$ cat config.mk
export PLATFORM = sky130hd
export DESIGN_NAME = pc_ctrl
export DESIGN_NICKNAME = d
export VERILOG_FILES = /design/src/rtl/pc_ctrl.sv
export SDC_FILE = /design/constraint.sdc
export NUM_CORES = 1
export LEC_CHECK = 0
export BUFFER_PORTS_ARGS = -buffer_cell sky130_fd_sc_hd__buf_2
export CAP_MARGIN = 10
export CORE_UTILIZATION = 45
export DETAILED_ROUTE_END_ITERATION = 6
export HOLD_SLACK_MARGIN = 0.15
export PLACE_DENSITY_LB_ADDON = 0.2
export SLEW_MARGIN = 40
export SYNTH_ARGS = -nofsm -noshare
export SYNTH_HDL_FRONTEND = slang
export SYNTH_SLANG_ARGS = --single-unit
$ cat constraint.sdc
create_clock -name clk -period 1.7 [get_ports clk]
set_input_delay 0.34 -clock clk [delete_from_list [all_inputs] [get_ports clk]]
set_output_delay 0.34 -clock clk [all_outputs]
set_load 0.01 [all_outputs]
$ cat src/rtl/pc_ctrl.sv
// pc_ctrl: fetch PC sequencing with jump redirect, misaligned-target trap, pipeline flush and stall control
module pc_ctrl #(
    parameter logic [31:0] RESET_PC     = 32'h0000_0000,
    parameter logic [31:0] TRAP_VEC     = 32'h0000_0100,
    parameter int          FLUSH_CYCLES = 2
) (
    input  logic        clk,
    input  logic        rst,
    input  logic        jump_en_i,
    input  logic [31:0] jump_addr_i,
    input  logic        hold_flag_i,
    output logic [31:0] pc_o,
    output logic        flush_o,
    output logic        stall_o,
    output logic        misalign_o
);
    typedef enum logic {RUN, FLUSH} state_t;

    localparam logic [1:0] CNT_INIT = 2'(FLUSH_CYCLES > 1 ? FLUSH_CYCLES - 2 : 0);

    state_t      state, state_d;
    logic [1:0]  cnt, cnt_d;
    logic [31:0] pc_d;
    logic        mis_d;
    logic        accept;
    logic        misaligned;

    assign accept     = jump_en_i && state == RUN;
    assign misaligned = jump_addr_i[1:0] != 2'b00;

    // register PC, FSM state, flush counter and misalign pulse; reset wins over everything
    always_ff @(posedge clk) begin
        if (rst) begin
            state      <= RUN;
            cnt        <= 2'd0;
            pc_o       <= RESET_PC;
            misalign_o <= 1'b0;
        end else begin
            state      <= state_d;
            cnt        <= cnt_d;
            pc_o       <= pc_d;
            misalign_o <= mis_d;
        end
    end

    // next-state, next-PC and the combinational flush/stall controls
    always_comb begin
        state_d = state;
        cnt_d   = cnt;
        pc_d    = pc_o;
        mis_d   = 1'b0;
        flush_o = !rst && (accept || state == FLUSH);
        stall_o = !rst && hold_flag_i && state == RUN && !jump_en_i;
        if (accept) begin
            pc_d  = misaligned ? TRAP_VEC : jump_addr_i;
            mis_d = misaligned;
            if (FLUSH_CYCLES > 1) begin
                state_d = FLUSH;
                cnt_d   = CNT_INIT;
            end
        end else if (state == FLUSH) begin
            cnt_d   = cnt == 2'd0 ? 2'd0 : cnt - 2'd1;
            state_d = cnt == 2'd0 ? RUN : FLUSH;
        end else if (!hold_flag_i) begin
            pc_d = pc_o + 32'd4;
        end
    end
endmodule

==> results.py <==
metrics = {
    "floorplanning": {
        "die_h_um": 70.6,
        "pin_count": 71,
        "initial_utilization_pct": 47.6,
        "die-width_um": 70.6,
        "num_rows": 24,
        "coreArea_um2": 4440,
        "dieArea_um2": 4980,
    },
    "timing": {
        "setup_viol": 1,
        "period_minus_slack_ns": 1.71,
        "fin_setup_tns_ns": -0.0141,
        "holdWs_ns": 0.295,
        "rsz0062_at_grt": "true",
        "hold_viol_final": 0,
        "slew_headroom_pct": 76.4,
        "skew_ns": 0.00349,
        "fmax_mhz": 583,
        "min_period_over_period_pct": 101,
        "slew_viol_final": 0,
        "worstMarginPinSlew_ns": 0.352,
        "fin_ws_ns": -0.0141,
    },
    "grt": {
        "antenna_found_initial": 0,
        "grt_max_degree": 27,
        "grt_usage_pct": 29.8,
        "grt_pass1_wl_um": 11800,
        "grt_pass1_vias": 2421,
        "overflow": 0,
    },
    "logic_synthesis": {
        "yosysUniqueCellTypes": 50,
        "synth_xor_area_share_pct": 1.24,
        "synth_area_leaders": "dfxtp_1 (34%), nand2_1 (5.3%), nor2_1 (4.8%), nand3_1 (4.5%), a22oi_1 (3.9%)",
        "yosys.area_share.adder_pct": 0.591,
        "synth_top_cell_area_share_pct": 34.1,
        "synth-simple-area-share_pct": 31.2,
        "yosysTopAreaCell": "dfxtp_1",
        "synth_seq_cells": 36,
        "syn_inst": 277,
        "netlist_area_um2": 2120,
        "synth_flop_cell": "dfxtp_1",
        "synth_top_family_by_area": "simple AND/OR/NAND/NOR gates",
        "synthMuxAreaShare_pct": 2.42,
        "synth.net_count": 314,
        "yosysWarnings": 0,
        "yosysSeqAreaShare_pct": 34.1,
        "synth-compound-area-share_pct": 26.4,
        "async_reset_ff_share_pct": 0,
        "synth_area_per_cell_um2": 7.64,
        "synth_edf_count": 0,
    },
    "clocking": {
        "clock-sinks": 36,
        "cts_buffers": 5,
        "root_buffer": "clkbuf_8",
        "cts_tree": "done",
        "clk_pin_slew_ns": 0.07,
        "cts_max_level": 2,
        "hold_buffers": 0,
        "clk_latency_ns": 0.29,
        "clk_path_buf_depth": 2,
    },
    "route": {
        "wl_per_cell_um": 17.0,
        "drt-vias-per-instance": 6.12,
        "postRouteAntennaNets": 0,
        "drt-initial-drc-count": 262,
        "drt-total-wl_um": 7370,
        "num_vias": 2664,
        "dr.pass1.iters": 7,
        "drc": 10,
    },
    "cells_and_area": {
        "n_antenna_cell": 0,
        "instances_no_fill": 435,
        "multi_input_area_um2": 1350,
        "fin_nets": 420,
        "drive_gt1_share_pct": 37.9,
        "seq_area_um2": 741,
        "area.growth.synth_to_final_pct": 40.5,
        "final_common_cell": "buf_2",
        "layout_common_cells": "buf_2 (70), buf_4 (44), nand2_1 (30)",
        "fillers": 407,
        "finalCoreUtilization_pct": 66.9,
    },
    "worst_setup_path": {
        "critPathKind": "register to register",
        "crit_chain": "nand3_1 -> nor4_4 -> buf_6 -> nand4_1 -> a311o_1",
        "endpoint_kind": "register",
        "path_max_fanout": 7,
        "cp_slowest_cell": "a311o_1",
        "cp.required_ns": 1.87,
        "crit_family": "simple AND/OR/NAND/NOR gates",
        "crit_arrival_ns": 1.89,
        "crit_path_start_kind": "register",
        "timing.critical_path.buf_inv": 1,
        "slowest_delay_ns": 0.41,
    },
    "min_path": {
        "hold_path.class": "input port to register",
    },
    "status": {
        "status": "finished with violations",
        "violations": "design-rule violations, negative setup slack",
    },
    "flow_run": {
        "cap_viol_max_count": 0,
    },
    "place": {
        "numPortBuffers": 70,
        "dp_cells": 425,
        "routabilityCongestion": 0.867,
        "dp_hpwl_um": 5180,
    },
    "power_and_ir_drop": {
        "power.density_nw_per_um2": 680,
        "finalPower_mw": 2.02,
        "peakVddDrop_mv": 0.371,
        "p_leak_nw": 1.32,
    },
}
-- worst paths after layout --
path | depth (start not counted) | slack (ns) | startpoint | endpoint
hold reg to reg | 2 | 0.47 | cnt[0] | cnt[0]
hold / removal | 2 | 0.29 | rst | cnt[0]
setup reg to reg | 5 | -0.01 | pc_o[3] | pc_o[23]
setup / recovery | 5 | -0.01 | pc_o[3] | pc_o[23]
-- synthesized netlist by cell type, drive strengths merged (2+ instances only) --
| library cell | count |
|---|---|
| o32ai | 2 |
| a311o | 2 |
| nor2 | 27 |
| clkbuf | 15 |
| a211oi | 3 |
| a31oi | 10 |
| xor2 | 2 |
| inv | 7 |
| a311oi | 2 |
| o21ai | 16 |
| and3 | 7 |
| and4 | 3 |
| nand2b | 2 |
| nor2b | 2 |
| o211ai | 3 |
| and2 | 2 |
| dfxtp | 36 |
| or3 | 2 |
| a21oi | 15 |
| nand3 | 20 |
| o22ai | 5 |
| nand2 | 30 |
| a21o | 2 |
| a22oi | 11 |
| nor4 | 5 |
| o41ai | 2 |
| nand4 | 12 |
| a22o | 2 |
| nor3 | 9 |
| mux2i | 4 |
| o31a | 2 |
-- where the power goes --
| part | switching (mW) | leakage, nW | internal (mW) | total [mW] |
|---|---|---|---|---|
| Sequential | 0.0535 | 0.298 | 0.883 | 0.937 |
| Combinational | 0.228 | 0.970 | 0.181 | 0.409 |
| Clock | 0.314 | 0.0503 | 0.361 | 0.676 |
-- layer usage --
layer / GRT usage (%) / wire length, µm / up-vias
li1: - / - / 1272
met1: 41.3 / 3210 / 1238
met2: 48.2 / 3420 / 145
met3: 4.70 / 668 / 9
met4: 8.67 / 82 / 0
met5: 0 / 0 / -
-- kinds of logic after synthesis --
| logic type | after synthesis |
|---|---|
| simple gates | 125 |
| flops | 36 |
| compound gates | 84 |
| xor+xnor | 3 |
| fa+ha+maj | 1 |
| mux | 5 |
| buf+inv | 23 |
-- state kept, by name, summed over array words and instances (netlist names) --
| name | cells |
|---|---|
| state | 1 |
| misalign_o | 1 |
| cnt | 2 |
| pc_o | 32 |
-- per-stage QoR --
step / setup slack, ns / cell area [µm²]
6_report: -0.0141 / 2970
5_1_grt: -0.0812 / 2970
4_1_cts: 0.00415 / 2930
3_5_place_dp: -0.0504 / 2830
3_3_place_gp: -0.00804 / 2830
2_1_floorplan: -0.00722 / 2150
-- area by class of cell --
| class | count | area share [%] |
|---|---|---|
| Clock buffer | 7 | 3.24 |
| Timing Repair Buffer | 115 | 23.3 |
| Multi-Input combinational cell | 218 | 45.5 |
| Inverter | 7 | 0.884 |
| Sequential cell | 36 | 24.9 |
| Tap cell | 52 | 2.19 |
-- what timing repair did --
action | 4_1_cts | 5_1_grt
pin swaps | 2 | 1
buffers inserted | 1 | 2
endpoints found under the hold margin | 0 | 0
endpoints found under the setup margin | 2 | 14
gates resized for setup | 0 | 10
(Power assumes the default switching activity.)
